`config.mk`:
```
export PLATFORM = sky130hd
export DESIGN_NAME = overflow_exception_unit_flat
export DESIGN_NICKNAME = d
export VERILOG_FILES = /design/src/rtl/overflow_exception_unit_pkg.sv /design/src/rtl/overflow_exception_unit_if.sv /design/src/rtl/overflow_exception_unit_ovf_event_counter.sv /design/src/rtl/overflow_exception_unit.sv /design/src/flat_wrapper.sv
export SDC_FILE = /design/constraint.sdc
export NUM_CORES = 1
export LEC_CHECK = 0
export ABC_AREA = 1
export CAP_MARGIN = 20
export CELL_PAD_IN_SITES_DETAIL_PLACEMENT = 2
export CELL_PAD_IN_SITES_GLOBAL_PLACEMENT = 2
export CORE_MARGIN = 1.5
export CORE_UTILIZATION = 23
export DETAILED_ROUTE_END_ITERATION = 10
export GPL_ROUTABILITY_DRIVEN = 1
export PLACE_DENSITY = 0.92
export SLEW_MARGIN = 20
export SYNTH_ARGS = -nofsm -noshare
export SYNTH_HDL_FRONTEND = slang
export SYNTH_HIERARCHICAL = 1
export SYNTH_SLANG_ARGS = --single-unit
```
`constraint.sdc`:
```
create_clock -name clock -period 2.93 [get_ports clock]
set_input_delay 0.4395 -clock clock [delete_from_list [all_inputs] [get_ports clock]]
set_output_delay 0.4395 -clock clock [all_outputs]
set_load 0.005 [all_outputs]
```
`src/rtl/overflow_exception_unit_pkg.sv`:
```
// Shared definitions for the overflow exception unit: FSM encoding, CP0 selects,
// Status/Cause bit positions and exception codes.
package overflow_exception_unit_pkg;

   typedef enum logic [2:0] {
      ST_IDLE     = 3'd0,
      ST_FLUSH    = 3'd1,
      ST_REDIRECT = 3'd2,
      ST_HANDLER  = 3'd3,
      ST_RETURN   = 3'd4
   } exc_state_t;

   localparam logic [1:0] SEL_EPC    = 2'd0;
   localparam logic [1:0] SEL_CAUSE  = 2'd1;
   localparam logic [1:0] SEL_STATUS = 2'd2;
   localparam logic [1:0] SEL_OVFCNT = 2'd3;

   localparam int STATUS_OVE_BIT = 0;
   localparam int STATUS_EXL_BIT = 1;
   localparam int CAUSE_EXC_LSB  = 2;
   localparam int CAUSE_EXC_MSB  = 6;
   localparam int CAUSE_LOST_BIT = 31;

   localparam logic [4:0] EXC_CODE_NONE = 5'd0;
   localparam logic [4:0] EXC_CODE_OV   = 5'd12;

   function automatic logic [31:0] make_cause(input logic lost, input logic [4:0] exc_code);
      logic [31:0] c;
      c = '0;
      c[CAUSE_LOST_BIT] = lost;
      c[CAUSE_EXC_MSB:CAUSE_EXC_LSB] = exc_code;
      return c;
   endfunction

endpackage

```
`src/rtl/overflow_exception_unit_if.sv`:
```
// Pipeline-facing bundle of the overflow exception unit; master is the pipeline,
// slave is the exception unit.
interface overflow_exception_unit_if;
   logic        overflow_in;
   logic        instr_valid;
   logic [31:0] pc_ex;
   logic        eret;
   logic [1:0]  cp0_rsel;
   logic [31:0] cp0_rdata;
   logic        cp0_we;
   logic [1:0]  cp0_wsel;
   logic [31:0] cp0_wdata;
   logic        flush;
   logic        pc_redirect;
   logic [31:0] pc_target;
   logic        in_handler;

   modport master (
      output overflow_in, instr_valid, pc_ex, eret,
      output cp0_rsel, cp0_we, cp0_wsel, cp0_wdata,
      input  cp0_rdata, flush, pc_redirect, pc_target, in_handler
   );

   modport slave (
      input  overflow_in, instr_valid, pc_ex, eret,
      input  cp0_rsel, cp0_we, cp0_wsel, cp0_wdata,
      output cp0_rdata, flush, pc_redirect, pc_target, in_handler
   );
endinterface

```
`src/rtl/overflow_exception_unit_ovf_event_counter.sv`:
```
// 16-bit saturating event counter backing the OvfCount CP0 register.
module ovf_event_counter (
   input  logic        clock,
   input  logic        reset,
   input  logic        inc,
   output logic [15:0] count
);

   logic [15:0] count_q;
   logic [15:0] count_d;

   always_comb begin
      count_d = count_q;
      if (inc && (count_q != 16'hFFFF)) begin
         count_d = count_q + 16'd1;
      end
   end

   always_ff @(posedge clock or posedge reset) begin
      if (reset) begin
         count_q <= '0;
      end else begin
         count_q <= count_d;
      end
   end

   assign count = count_q;

endmodule

```
`src/rtl/overflow_exception_unit.sv`:
```
// Minimal CP0 servicing ALU overflow: capture EPC/Cause, flush, vector, eret.
// Optional OvfCount register built when OVF_COUNTER_EN is defined.
module overflow_exception_unit
   import overflow_exception_unit_pkg::*;
#(
   parameter logic [31:0] EXC_VECTOR   = 32'h0000_0180,
   parameter logic [4:0]  OVF_EXC_CODE = EXC_CODE_OV,
   parameter int          FLUSH_CYCLES = 2   // legal 1..7
) (
   input  logic                      clock,
   input  logic                      reset,
   overflow_exception_unit_if.slave  bus
);

   localparam logic [2:0] FLUSH_LAST = 3'(FLUSH_CYCLES - 1);

   exc_state_t  state_q, state_d;
   logic [2:0]  flush_cnt_q, flush_cnt_d;
   logic [31:0] epc_q, epc_d;
   logic [4:0]  exc_code_q, exc_code_d;
   logic        lost_q, lost_d;
   logic        ove_q, ove_d;
   logic        exl_q, exl_d;

   logic        ovf_seen;
   logic        trigger;
   logic        lost_event;
   logic        status_wr_ok;
   logic [15:0] ovf_count;

   // Masked overflows (OVE=0) are invisible: no trap, no LOST, no count.
   assign ovf_seen     = bus.overflow_in & bus.instr_valid & ove_q;
   assign trigger      = ovf_seen & ~exl_q & (state_q == ST_IDLE);
   assign lost_event   = ovf_seen & (state_q != ST_IDLE);
   assign status_wr_ok = (state_q == ST_IDLE) || (state_q == ST_HANDLER);

   always_comb begin
      state_d     = state_q;
      flush_cnt_d = flush_cnt_q;
      epc_d       = epc_q;
      exc_code_d  = exc_code_q;
      lost_d      = lost_q;
      ove_d       = ove_q;
      exl_d       = exl_q;

      if (bus.cp0_we && (bus.cp0_wsel == SEL_EPC)) begin
         epc_d = bus.cp0_wdata;
      end
      if (bus.cp0_we && (bus.cp0_wsel == SEL_STATUS) && status_wr_ok) begin
         ove_d = bus.cp0_wdata[STATUS_OVE_BIT];
         exl_d = bus.cp0_wdata[STATUS_EXL_BIT];
      end
      if (lost_event) begin
         lost_d = 1'b1;
      end

      case (state_q)
         ST_IDLE: begin
            if (trigger) begin
               // Capture overrides any same-cycle EPC/Status write.
               epc_d       = bus.pc_ex;
               exc_code_d  = OVF_EXC_CODE;
               exl_d       = 1'b1;
               flush_cnt_d = '0;
               state_d     = ST_FLUSH;
            end
         end
         ST_FLUSH: begin
            if (flush_cnt_q == FLUSH_LAST) begin
               state_d = ST_REDIRECT;
            end else begin
               flush_cnt_d = flush_cnt_q + 3'd1;
            end
         end
         ST_REDIRECT: begin
            state_d = ST_HANDLER;
         end
         ST_HANDLER: begin
            if (bus.eret) begin
               state_d = ST_RETURN;
            end
         end
         ST_RETURN: begin
            exl_d   = 1'b0;
            state_d = ST_IDLE;
         end
         default: begin
            state_d = ST_IDLE;
         end
      endcase
   end

   always_ff @(posedge clock or posedge reset) begin
      if (reset) begin
         state_q     <= ST_IDLE;
         flush_cnt_q <= '0;
         epc_q       <= '0;
         exc_code_q  <= EXC_CODE_NONE;
         lost_q      <= 1'b0;
         ove_q       <= 1'b1;
         exl_q       <= 1'b0;
      end else begin
         state_q     <= state_d;
         flush_cnt_q <= flush_cnt_d;
         epc_q       <= epc_d;
         exc_code_q  <= exc_code_d;
         lost_q      <= lost_d;
         ove_q       <= ove_d;
         exl_q       <= exl_d;
      end
   end

`ifdef OVF_COUNTER_EN
   logic count_inc;
   assign count_inc = trigger | lost_event;

   ovf_event_counter u_ovf_event_counter (
      .clock (clock),
      .reset (reset),
      .inc   (count_inc),
      .count (ovf_count)
   );
`else
   assign ovf_count = 16'h0000;
`endif

   always_comb begin
      bus.flush       = 1'b0;
      bus.pc_redirect = 1'b0;
      bus.pc_target   = '0;
      case (state_q)
         ST_FLUSH: begin
            bus.flush = 1'b1;
         end
         ST_REDIRECT: begin
            bus.flush       = 1'b1;
            bus.pc_redirect = 1'b1;
            bus.pc_target   = EXC_VECTOR;
         end
         ST_RETURN: begin
            bus.flush       = 1'b1;
            bus.pc_redirect = 1'b1;
            bus.pc_target   = epc_q + 32'd4;
         end
         default: begin
            bus.flush = 1'b0;
         end
      endcase
   end

   assign bus.in_handler = exl_q;

   // Read port is forced to zero while reset is held so every output reads 0.
   always_comb begin
      bus.cp0_rdata = '0;
      if (!reset) begin
         case (bus.cp0_rsel)
            SEL_EPC:    bus.cp0_rdata = epc_q;
            SEL_CAUSE:  bus.cp0_rdata = make_cause(lost_q, exc_code_q);
            SEL_STATUS: bus.cp0_rdata = {30'd0, exl_q, ove_q};
            SEL_OVFCNT: bus.cp0_rdata = {16'd0, ovf_count};
            default:    bus.cp0_rdata = '0;
         endcase
      end
   end

endmodule

```
`src/flat_wrapper.sv`:
```
// flat-port wrapper written by rule: the top's interface ports become plain ports
module overflow_exception_unit_flat import overflow_exception_unit_pkg::*;
#(
   parameter logic [31:0] EXC_VECTOR   = 32'h0000_0180,
   parameter logic [4:0]  OVF_EXC_CODE = EXC_CODE_OV,
   parameter int          FLUSH_CYCLES = 2                
)
  (clock, reset, bus_overflow_in, bus_instr_valid, bus_pc_ex, bus_eret, bus_cp0_rsel, bus_cp0_we, bus_cp0_wsel, bus_cp0_wdata, bus_cp0_rdata, bus_flush, bus_pc_redirect, bus_pc_target, bus_in_handler);
  overflow_exception_unit_if bus_i ();
  input  logic clock;
  input  logic reset;
  input wire logic [$bits(bus_i.overflow_in)-1:0] bus_overflow_in;
  input wire logic [$bits(bus_i.instr_valid)-1:0] bus_instr_valid;
  input wire logic [$bits(bus_i.pc_ex)-1:0] bus_pc_ex;
  input wire logic [$bits(bus_i.eret)-1:0] bus_eret;
  input wire logic [$bits(bus_i.cp0_rsel)-1:0] bus_cp0_rsel;
  input wire logic [$bits(bus_i.cp0_we)-1:0] bus_cp0_we;
  input wire logic [$bits(bus_i.cp0_wsel)-1:0] bus_cp0_wsel;
  input wire logic [$bits(bus_i.cp0_wdata)-1:0] bus_cp0_wdata;
  output wire logic [$bits(bus_i.cp0_rdata)-1:0] bus_cp0_rdata;
  output wire logic [$bits(bus_i.flush)-1:0] bus_flush;
  output wire logic [$bits(bus_i.pc_redirect)-1:0] bus_pc_redirect;
  output wire logic [$bits(bus_i.pc_target)-1:0] bus_pc_target;
  output wire logic [$bits(bus_i.in_handler)-1:0] bus_in_handler;
  assign bus_i.overflow_in = bus_overflow_in;
  assign bus_i.instr_valid = bus_instr_valid;
  assign bus_i.pc_ex = bus_pc_ex;
  assign bus_i.eret = bus_eret;
  assign bus_i.cp0_rsel = bus_cp0_rsel;
  assign bus_i.cp0_we = bus_cp0_we;
  assign bus_i.cp0_wsel = bus_cp0_wsel;
  assign bus_i.cp0_wdata = bus_cp0_wdata;
  assign bus_cp0_rdata = bus_i.cp0_rdata;
  assign bus_flush = bus_i.flush;
  assign bus_pc_redirect = bus_i.pc_redirect;
  assign bus_pc_target = bus_i.pc_target;
  assign bus_in_handler = bus_i.in_handler;
  overflow_exception_unit #(.EXC_VECTOR(EXC_VECTOR), .OVF_EXC_CODE(OVF_EXC_CODE), .FLUSH_CYCLES(FLUSH_CYCLES)) u_core (.clock(clock), .reset(reset), .bus(bus_i));
endmodule
```
After elaboration in Yosys (flattened, before gate mapping). Cells that the tools add are included.

Bits of input ports: 74. Bits in registers: 42. Logic and storage cells: 60.

Equality and inequality tests: 13. Reduce and logical (&&, ||, !) cells: 14. Multiplexer cells: 18. $add $sub $neg: 2. Bitwise gates (word level): 6.

Operators with widths (count): 32-bit two-way mux (4); 32-bit one-hot mux with 4 select lines (1); 32-bit one-hot mux with 2 select lines (1); 32-bit by 3-bit adder with 32-bit output, second input constant (1); 3-bit two-way mux (5); 3-bit one-hot mux with 4 select lines (1); 2-bit equality test, second input constant (3); 3-bit by 1-bit equality test with 1-bit output, second input constant (2); 3-bit by 2-bit equality test with 1-bit output, second input constant (2); 3-bit one-hot mux with 2 select lines (1); 3-bit AND reduction (2); 1-bit bitwise AND (5); 2-bit zero test (2); 1-bit two-way mux (4); 2-bit by 1-bit inequality test with 1-bit output, second input constant (2); 2-bit inequality test, second input constant (2); 3-bit by 1-bit adder with 3-bit output, second input constant (1); 3-bit equality test, second input constant (1); 1-bit logical AND (3); 3-bit zero test (1); 3-bit nonzero test (1); 3-bit OR reduction (1); 2-bit by 1-bit equality test with 1-bit output, second input constant (1); 1-bit one-hot mux with 2 select lines (1); other kinds (5) (5).

Depth between registers and ports, before layout.
Word-level depth: 6. Gate-level depth with buffers: 9. Mapped depth without buffers: 9.

Worst setup path before layout. OpenSTA, ideal clock, no wires.

Path type: register to output. Start: reg u_core.epc_q[2]. End: out bus_pc_target[16]. Data arrival time: 1.284 ns. Required time: 2.491 ns. Path slack: 1.206 ns. Stages on the path, launching flop included: 8. Buffers on the path: 0. Cell sequence: dfrtp_1 -> ha_1 -> nand2_2 -> nor2_4 -> nand2_1 -> nor2_1 -> nor2_1 -> nor3_1.

Cells in the longest elaborated chain, start to end: 2.

Ends and longest elaborated chain: start: declaration (line overflow_exception_unit.sv:19) `logic [31:0] epc_q, epc_d;`; start signal: assignment (line overflow_exception_unit.sv:105) `epc_q <= epc_d;`; 32-bit by 3-bit adder with 32-bit output (line overflow_exception_unit.sv:143) `bus.pc_target = epc_q + 32'd4;`; 32-bit one-hot mux with 2 select lines (line overflow_exception_unit.sv:131) `case (state_q)`; end: declaration (line flat_wrapper.sv:23) `output wire logic [$bits(bus_i.pc_target)-1:0] bus_pc_target;`.

No other way between the ends.

Worst setup path in the final report.
Start: reg u_core.epc_q[20]. End: out bus_pc_target[31].

Same word-level chain as after synthesis.

==> impl_summary.md <==
Logic synthesis
The number of distinct library cells after synthesis is 31. The most common cell in the netlist is nand2_1. During synthesis, Yosys emitted a total of 6 warnings. By area the synthesized netlist is led by dfrtp_1 31%, nand2_1 16%, nor2_1 12%. The sequential fraction of the synthesis area is 31.9%. The post-synthesis cell count is approximately 530.

Sorting the synthesized cells by how often they occur yields 143 x nand2_1, 107 x nor2_1, 53 x nand3_1, 43 x inv_1, 41 x dfrtp_1. The biggest area contributor in the post-synthesis netlist is dfrtp_1. The top-area cell type share of the netlist area is a little over 30%. The synthesized area divided by synthesized cell count is between 6 and 7 µm². After synthesis the netlist holds a flip-flop and latch count of 42. The post-synthesis instance area is between 3000 and 4000 µm². The number of nets handed over by synthesis was about 600. The number of flops mapped to enable cells by yosys is 0. Counting flops with an async set or reset pin after synthesis yields a share of 100%.

The most used flip-flop cell after synthesis is dfrtp_1.

Clock tree
The number of hold buffers added after CTS was 0. The clock latency on the worst-skew pair is 290 ps. The register clock-pin slew on the reported worst setup and hold paths is 60 ps. In this run, CTS created clock tree buffers numbering 5. The number of buffers on the longest clock path is 2. The number of clock sinks seen by CTS is 42. Clock tree synthesis selected as its root buffer the cell clkbuf_16. The TritonCTS clock tree is built. In this run the number of H-tree levels came out at 2.

Pwr
The power density relative to cell area is about 640 nW/µm². The analysis attributes to cell leakage a power of ~0.0021 µW. Total power for the finished layout comes to between 3000 and 4000 µW. The maximum VDD drop is approximately 0.26 mV.

Min path
The beginning of the worst hold path is u_core/lost_q$_DFFE_PP0P_. The number of instances on the worst hold path is 2. The sink of the worst hold path is u_core/lost_q$_DFFE_PP0P_. The class of the most critical hold timing path is register to register.

Floorplanning
The die covers 15100 µm². The initial utilization of the core area, before any placement, comes to about a quarter. The die is approximately 120 µm tall. Measured along the x axis, the die boundary spans 123 µm.

Pin placement for this block handled 141 I/O pins. In this run the core area contains 43 standard-cell rows. The core box area is 13900 µm².

Worst setup path
The arrival time of data at the critical path endpoint is approximately 2300 ps. The worst setup path is launched from a register. The path depth of the worst reg2reg path is 7.

The start of the worst register-to-register path is u_core/state_q[1]$_DFFE_PP0P_. The worst register-to-register path ends at u_core/flush_cnt_q[0]$_DFFE_PP0P_. The kind of critical path is register to output port. The worst setup path is captured at an output port.

The reg-to-reg setup timing slack is between 900 and 1000 ps. The endpoint required time on the critical path is ~2500 ps. The maximum net fanout on the critical path is 6.

STA
The routed design could run at a clock period as short as around 2800 ps. The hold violation total from the final report is 0. At the pin with the least slew margin, the transition time is slightly below 1000 ps.

In the finished design, the share of the clock period the worst path needs comes to 94.6%. The max-slew violation count is 0. Timing would allow up to ~360 MHz.

The worst pin sits at a relative slew slack of 33.6%. Once routing completed, OpenROAD measured the worst setup slack at between 150 and 200 ps. The final setup skew is just under 5 ps. Setup violations remaining at the end of the flow were counted as 0. The setup TNS is 0 ps.

Route
The total wire length after detailed routing is between 15000 and 20000 µm. In the routed layout, each cell is associated on average with a via count of 4.89. The residual DRC count is 0. The detailed-routing iteration count for the pre-antenna-repair pass is 4.

Across all layers, the routed design uses approximately 4200 vias. In this run the remaining antenna-violating nets after routing total 0. The first routing iteration left ~130 violations.

The average wire length per cell after detail routing is ~18 µm.

Placement
The cell count after placement is approximately 850. The count of buffers added on input and output ports is 140. Prior to clock tree synthesis, the placed netlist has a worst setup slack of around 190 ps.

The wire-length estimate of the detail-placed layout is approximately 12000 µm. Routability-driven placement finished with a final weighted congestion of about 0.86.

Global routing
The number of global-route vias before repair was 4607. For this run, the total global-route usage over all layers was measured as a little over a fifth. The initial antenna violation count is 0. The first global-routing pass estimated between 20000 and 25000 µm of wire. The total congestion overflow is 0. The largest net degree at the start of global routing is slightly below 60.

Final layout
The total inserted antenna cells is 0. The net total in the final layout is between 700 and 800. The area overhead of the layout relative to synthesis is 55.1%. For this run, the number of standard cells in the final layout without fillers is between 800 and 900. The multi-input combinational cells in the finished layout cover a total of just under 2000 µm².

Across the whole layout, storage elements account for 1050 µm². The filler cells instantiated in the layout total between 1500 and 2000. The post-route netlist has 7.12% of its cells at a drive strength greater than 1. The share of the core filled with cells in the final layout is around 37%.

Run status
The run finished with clean final reports.

Run
The tool flagged a number of max-cap violations equal to 0.
==> what timing repair did <==
action | in CTS | in global routing
gates resized for setup | 0 | 7
endpoints found under the setup margin | 0 | 5
buffers inserted | 0 | 1
==> registers in the layout (all words and copies together), names as in the netlist <==
signal	cells
u_core/bus.in_handler	1
u_core/epc_q	32
u_core/exc_code_q	1
u_core/flush_cnt_q	3
u_core/lost_q	1
u_core/ove_q	1
u_core/state_q	3
==> final cells by class <==
type,count,share of cell area [%]
clock inverter,1,0.588
multi-input combinational,424,38.7
tap,180,4.41
timing repair buffer,154,29.5
clock buffer,7,2.79
sequential,42,20.6
inverter,46,3.38
==> how the worst max path moves through the flow <==
| stage | start | to | slack (ps) | depth (start not counted) |
|---|---|---|---|---|
| floorplan | u_core/epc_q[2]$_DFF_PP0_ | bus_pc_target[16] | 1210 | 7 |
| global placement | bus_cp0_rsel[1] | bus_cp0_rdata[18] | 340 | 6 |
| detailed placement | bus_cp0_rsel[1] | bus_cp0_rdata[30] | 190 | 6 |
| CTS | u_core/epc_q[11]$_DFF_PP0_ | bus_pc_target[31] | 80 | 9 |
| global route | u_core/epc_q[2]$_DFF_PP0_ | bus_pc_target[28] | -10 | 10 |
| finish | u_core/epc_q[20]$_DFF_PP0_ | bus_pc_target[31] | 160 | 9 |
==> logic make-up after synthesis <==
logic type / synth area share, %
AO/OA/AOI/OAI: 12.3
flip-flops: 31.9
adder cells (fa/ha/maj): 1.14
buffers and inverters: 8.62
XOR/XNOR: 0.797
AND/OR/NAND/NOR: 45.2
==> power breakdown <==
part	total, µW	internal (µW)	switching [µW]
Combinational	1430	603	830
Clock	664	426	238
Sequential	1170	821	350
Total	3270	1850	1420
==> cell usage in the layout (no fill, tap or decap), types with 2 or more instances in the layout <==
master / instances
a21oi_1: 18
a31oi_1: 28
and2_1: 2
buf_4: 14
clkbuf_16: 5
clkdlybuf4s50_1: 140
clkinv_1: 2
dfrtp_1: 39
dfrtp_2: 2
ha_1: 2
inv_1: 43
nand2_1: 143
nand2_2: 4
nand3_1: 53
nor2_1: 104
nor2_2: 7
nor2_4: 5
nor3_1: 19
o21a_1: 2
o21ai_0: 22
o21ai_1: 3
or2_2: 2
xor2_1: 2
==> metal layers <==
metal | share of wire (%) | wire [µm] | GRT usage [%]
met5 | 0 | 0 | 0
met4 | 1.7 | 260 | 5.31
met3 | 3.8 | 597 | 2.74
met2 | 51 | 8010 | 39.2
met1 | 43 | 6800 | 26.0
==> stage by stage <==
| step | instance area [µm²] | hold WS (ps) |
|---|---|---|
| final | 5110 | 463 |
| after global routing | 5110 | 505 |
| after CTS | 5080 | 467 |
| after detailed placement | 4910 | 451 |
| after global placement | 4910 | 447 |
| after floorplan | 3300 | 428 |
==> critical path: stages, from the launching register on <==
cell and delay, ps:
dfrtp_1 490, nand2_1 130, nor2_1 190, nand2_1 100
nor2_1 170, nand2_1 80, nand2_1 80, nand2_1 70
nor2_1 180, clkdlybuf4s50_1 540
Power figures use the tool's default switching activity.
